## src/rtl/mips_multicycle_controller.sv

```systemverilog
// rtl/mips_multicycle_controller.sv - multicycle MIPS controller FSM over a shared ready-handshaked memory
module mips_multicycle_controller (
    input  logic       clk,
    input  logic       reset,
    input  logic [5:0] op,
    input  logic [5:0] funct,
    input  logic       zero,
    input  logic       mem_ready,
    output logic       mem_req,
    output logic       iord,
    output logic       memwrite,
    output logic       irwrite,
    output logic       regdst,
    output logic       memtoreg,
    output logic       regwrite,
    output logic       alusrca,
    output logic [1:0] alusrcb,
    output logic [2:0] alucontrol,
    output logic [1:0] pcsrc,
    output logic       pcen,
    output logic       illegal,
    output logic [3:0] state
);

    typedef enum logic [3:0] {
        S_FETCH   = 4'd0,
        S_DECODE  = 4'd1,
        S_MEMADR  = 4'd2,
        S_MEMRD   = 4'd3,
        S_MEMWB   = 4'd4,
        S_MEMWR   = 4'd5,
        S_EXECUTE = 4'd6,
        S_ALUWB   = 4'd7,
        S_BRANCH  = 4'd8,
        S_ADDIEX  = 4'd9,
        S_ADDIWB  = 4'd10,
        S_JUMP    = 4'd11
    } state_t;

    localparam logic [5:0] OP_RTYPE = 6'b000000;
    localparam logic [5:0] OP_LW    = 6'b100011;
    localparam logic [5:0] OP_SW    = 6'b101011;
    localparam logic [5:0] OP_BEQ   = 6'b000100;
    localparam logic [5:0] OP_ADDI  = 6'b001000;
    localparam logic [5:0] OP_J     = 6'b000010;

    state_t     r_state;
    // lw/sw choice is captured in DECODE so MEMADR does not look at op again
    logic       r_is_sw;

    logic       w_funct_ok;
    logic       w_decode_ok;
    logic       w_memwrite;
    logic       w_irwrite;
    logic       w_regwrite;
    logic       w_mem_req;
    logic       w_pcwrite;
    logic       w_branch;
    logic [1:0] w_aluop;

    // Legality of the instruction currently presented in the instruction register
    always_comb begin
        w_funct_ok  = (funct == 6'b100000) || (funct == 6'b100010) ||
                      (funct == 6'b100100) || (funct == 6'b100101) ||
                      (funct == 6'b101010);
        w_decode_ok = ((op == OP_RTYPE) && w_funct_ok) || (op == OP_LW) ||
                      (op == OP_SW) || (op == OP_BEQ) || (op == OP_ADDI) ||
                      (op == OP_J);
    end

    // State register and next-state sequencing
    always_ff @(posedge clk) begin
        if (reset) begin
            r_state <= S_FETCH;
            r_is_sw <= 1'b0;
        end else begin
            case (r_state)
                S_FETCH:   r_state <= mem_ready ? S_DECODE : S_FETCH;
                S_DECODE: begin
                    r_is_sw <= (op == OP_SW);
                    if (!w_decode_ok)                    r_state <= S_FETCH;
                    else if (op == OP_LW || op == OP_SW) r_state <= S_MEMADR;
                    else if (op == OP_RTYPE)             r_state <= S_EXECUTE;
                    else if (op == OP_BEQ)               r_state <= S_BRANCH;
                    else if (op == OP_ADDI)              r_state <= S_ADDIEX;
                    else                                 r_state <= S_JUMP;
                end
                S_MEMADR:  r_state <= r_is_sw ? S_MEMWR : S_MEMRD;
                S_MEMRD:   r_state <= mem_ready ? S_MEMWB : S_MEMRD;
                S_MEMWB:   r_state <= S_FETCH;
                S_MEMWR:   r_state <= mem_ready ? S_FETCH : S_MEMWR;
                S_EXECUTE: r_state <= S_ALUWB;
                S_ALUWB:   r_state <= S_FETCH;
                S_BRANCH:  r_state <= S_FETCH;
                S_ADDIEX:  r_state <= S_ADDIWB;
                S_ADDIWB:  r_state <= S_FETCH;
                S_JUMP:    r_state <= S_FETCH;
                default:   r_state <= S_FETCH;
            endcase
        end
    end

    // Moore decode of datapath selects and raw enables from the current state
    always_comb begin
        w_mem_req  = 1'b0;
        w_memwrite = 1'b0;
        w_irwrite  = 1'b0;
        w_regwrite = 1'b0;
        w_pcwrite  = 1'b0;
        w_branch   = 1'b0;
        w_aluop    = 2'b00;
        iord       = 1'b0;
        regdst     = 1'b0;
        memtoreg   = 1'b0;
        alusrca    = 1'b0;
        alusrcb    = 2'b00;
        pcsrc      = 2'b00;
        case (r_state)
            S_FETCH: begin
                w_mem_req = 1'b1;
                alusrcb   = 2'b01;
                w_irwrite = mem_ready;
                w_pcwrite = mem_ready;
            end
            S_DECODE:  alusrcb = 2'b11;
            S_MEMADR: begin
                alusrca = 1'b1;
                alusrcb = 2'b10;
            end
            S_MEMRD: begin
                w_mem_req = 1'b1;
                iord      = 1'b1;
            end
            S_MEMWB: begin
                memtoreg   = 1'b1;
                w_regwrite = 1'b1;
            end
            S_MEMWR: begin
                w_mem_req  = 1'b1;
                iord       = 1'b1;
                w_memwrite = 1'b1;
            end
            S_EXECUTE: begin
                alusrca = 1'b1;
                w_aluop = 2'b10;
            end
            S_ALUWB: begin
                regdst     = 1'b1;
                w_regwrite = 1'b1;
            end
            S_BRANCH: begin
                alusrca  = 1'b1;
                w_aluop  = 2'b01;
                pcsrc    = 2'b01;
                w_branch = 1'b1;
            end
            S_ADDIEX: begin
                alusrca = 1'b1;
                alusrcb = 2'b10;
            end
            S_ADDIWB:  w_regwrite = 1'b1;
            S_JUMP: begin
                pcsrc     = 2'b10;
                w_pcwrite = 1'b1;
            end
            default: ;
        endcase
    end

    // ALU function: fixed add/sub, or funct-decoded for R-type execute
    always_comb begin
        alucontrol = 3'b010;
        if (w_aluop == 2'b01) begin
            alucontrol = 3'b110;
        end else if (w_aluop == 2'b10) begin
            case (funct)
                6'b100010: alucontrol = 3'b110;
                6'b100100: alucontrol = 3'b000;
                6'b100101: alucontrol = 3'b001;
                6'b101010: alucontrol = 3'b111;
                default:   alucontrol = 3'b010;
            endcase
        end
    end

    // Enables are squashed while reset is held so an in-flight write stops immediately
    assign mem_req  = w_mem_req & ~reset;
    assign memwrite = w_memwrite & ~reset;
    assign irwrite  = w_irwrite & ~reset;
    assign regwrite = w_regwrite & ~reset;
    assign pcen     = (w_pcwrite | (w_branch & zero)) & ~reset;
    assign illegal  = (r_state == S_DECODE) & ~w_decode_ok & ~reset;
    assign state    = r_state;

endmodule

```

## config.mk

```make
export PLATFORM = sky130hd
export DESIGN_NAME = mips_multicycle_controller
export DESIGN_NICKNAME = d
export VERILOG_FILES = /design/src/rtl/mips_multicycle_controller.sv
export SDC_FILE = /design/constraint.sdc
export NUM_CORES = 1
export LEC_CHECK = 0
export BUFFER_PORTS_ARGS = -buffer_cell sky130_fd_sc_hd__buf_2
export CORE_MARGIN = 2
export CORE_UTILIZATION = 44
export DETAILED_ROUTE_END_ITERATION = 8
export HOLD_SLACK_MARGIN = 0.08
export PLACE_DENSITY = 0.79
export RECOVER_POWER = 50
export SYNTH_ARGS = -nofsm -noshare
export SYNTH_HDL_FRONTEND = slang
export SYNTH_SLANG_ARGS = --single-unit
```

## constraint.sdc

```tcl
create_clock -name clk -period 3.5 [get_ports clk]
set_input_delay 0.7 -clock clk [delete_from_list [all_inputs] [get_ports clk]]
set_output_delay 0.7 -clock clk [all_outputs]
set_load 0.05 [all_outputs]
```

==> results.tsv <==
metric	value	unit
synth top area cells	dfxtp_1 15%, nor2_1 7.1%, a21oi_1 6.6%, nand2b_1 6.4%, o21ai_0 5.1%	
htree depth	1	
PD cells	228	nW/µm²
setup slack after layout	207	ps
reg-to-reg setup timing slack	1730	ps
cell area after synthesis	687	µm²
clk slew on worst S/H paths	40	ps
Hold Path Depth	2	
Main synth FF type	dfxtp_1	
cts repair resizes	0	
Avg Cell Area, Syn	6.73	µm²
Clock Path Buffers	2	
Crit Path Class	in -> out	
row count	14	
final antenna-violating net count	0	
register area share after synthesis	14.6	%
critical path's largest stage delay	530	ps
DRC Markers	0	
DRT iter0 DRCs	18	
Setup WS pre-CTS	234	ps
status	finished clean	
vias per std cell	5.62	
Hold Crit Class	reg -> reg	
post-layout util	58.4	%
Post-synth EDFFs	0	
leakage power	0.366	nW
Internal Power	0.126	mW
Final TNS setup	0	ps
async set-reset flop share out of synthesis	0	%
clock sink count	5	
Post-CTS Hold Fix Bufs	0	
most frequent cells in the layout	26 x buf_2, 13 x nor2_1, 11 x clkbuf_1, 9 x a21oi_1	
synth warn	0	
switching share of power	36.4	%
TritonCTS Buffers	3	
initial core utilization	46.1	%
part of the cycle the worst path needs	94.1	%
PortBufs	36	
Maximum Capacitance Violations	0	
Psw	0.0722	mW
Mapped Nets	118	
commonest non-fill, non-tap cell in the layout	buf_2	
slowest stage cell on the critical path	or4_4	
first-pass GRT wire length	3000	µm
antenna violations before repair	0	
FF-to-FF Start	state[1]$_SDFF_PP0_	
unrepaired setup endpoints after global routing	false	
drt first pass iters	5	
largest net degree at the start of global routing	17	
vias in the first global route	697	
Slew HR	60.6	%
Tmin final	3290	ps
min-delay src	r_is_sw$_SDFFE_PP0P_	
Logic pwr share	36.7	%
Via Count	848	
worst slew pin tran	593	ps
FF-to-FF End	state[0]$_SDFF_PP0_	
Worst Hold End	r_is_sw$_SDFFE_PP0P_	
sequential fraction of design power	30.9	%
Nets	152	
Slew Viols, Final	0	
Total GRT Usage	20.2	%
r2r worst-path depth	5	
share of layout cells above drive strength 1	27.4	%
Peak Freq	304	MHz
worst skew pair latency	240	ps
Die Wd	43.5	µm
Cells after Synth	102	
Ant. Diodes	0	
Req. time, crit path	2800	ps
Core Region	1490	µm²
RePlAce Congestion	0.799	
crit path DAT	2590	ps
postcts setup bufs	0	
number of distinct library cells after synthesis	36	
Max VDD drop	192	µV
Clk pwr share	32.4	%
Synth top area share	14.6	%
Crit Path Max Fanout	4	
final clock skew	1.47	ps
final hold violation count	0	
WL final	1750	µm
Clock Tree Root	clkbuf_4	
#FFs+latches synth	5	
crit-path cells	buf_2 -> or4_4 -> or3_1 -> o41a_1 -> nor3b_2 -> buf_2	
Die H	43.5	µm
CP Launch Type	input pin	
Routed wire per std cell	11.6	µm
Setup crit end kind	output pin	
Post-DP HPWL	1370	µm
crit-path most repeated cell	buf_2	
Ports	37	
Die Area	1890	µm²
CTS tree	done	
cell taking the most area after synthesis	dfxtp_1	
area grow syn2layout	26.6	%
total gr overflow	0	
Setup-failing EPs final	0	
==> per-stage QoR <==
step                      hold slack (ps)  cell area (µm²)  cells  power (mW)
final                                 481              870    151       0.198
after global routing                  505              870    151       0.212
after CTS                             487              887    151       0.201
after detailed placement              482              861    147       0.135
after global placement                469              861    147       0.134
after floorplan                       446              687    102       0.113
==> power groups by stage <==
stage | combinational (mW) | sequential (mW) | clock, mW
after floorplan | 0.0485 | 0.0649 | 0
after global placement | 0.0720 | 0.0621 | 0
after detailed placement | 0.0735 | 0.0620 | 0
after CTS | 0.0736 | 0.0611 | 0.0665
after global routing | 0.0798 | 0.0615 | 0.0703
final | 0.0727 | 0.0613 | 0.0643
==> worst max-delay path by stage <==
stage / slack, ps / from / cells past startpoint / end
after global routing: 140 / op[1] / 6 / illegal
after floorplan: 270 / state[0]$_SDFF_PP0_ / 3 / irwrite
final: 210 / op[1] / 6 / illegal
after global placement: 260 / op[1] / 6 / illegal
after detailed placement: 230 / op[1] / 6 / illegal
after CTS: 230 / op[1] / 6 / illegal
==> worst max-delay path, delay by kind of cell <==
| family | cells | cell delay [ps] |
|---|---|---|
| AO/OA/AOI/OAI | 1 | 470 |
| buffers and inverters | 2 | 330 |
| AND/OR/NAND/NOR | 3 | 1070 |
==> flip-flops by register name, summed over array words and instances, names as in the netlist <==
register,count
r_is_sw,1
state,4
==> area by class of cell <==
cell class / count / area (µm²)
fillers: 151 / 619
multi-input cells: 85 / 537
repair buffers: 36 / 168
flip-flops and latches: 5 / 100
clock buffers: 4 / 26.3
well taps: 16 / 20.0
inverters: 5 / 18.8
==> routing by layer <==
layer / vias up / wire, µm / global-route usage [%]
met1: 368 / 824 / 27.8
met2: 35 / 818 / 32.8
met4: 0 / 8 / 7.88
met3: 2 / 102 / 1.67
li1: 443 / - / -
met5: - / 0 / 0
==> logic make-up (layout without fill, tap and decap cells) <==
| group | Yosys count | after routing | synth area share [%] |
|---|---|---|---|
| muxes | 1 | 1 | 1.64 |
| DFF | 5 | 5 | 14.6 |
| and+or+nand+nor | 51 | 51 | 43.4 |
| AOI/OAI and AO/OA | 31 | 31 | 31.3 |
| xor gates and xnor gates | 2 | 2 | 2.55 |
| buffers and inverters | 12 | 45 | 6.56 |
==> synth_stat cells (2+ instances only) <==
library cell  number
a21o_1             2
nor2b_1            3
nor3b_1            2
nor3_1             6
o41ai_2            2
clkbuf_1           7
nand2b_1           7
or3_1              2
inv_1              5
o21ai_0            7
xnor2_1            2
nand2_1            5
o22ai_1            2
dfxtp_1            5
a31oi_1            2
a21oi_1            9
or2_2              3
nor2_1            13
Power figures use the tool's default switching activity.
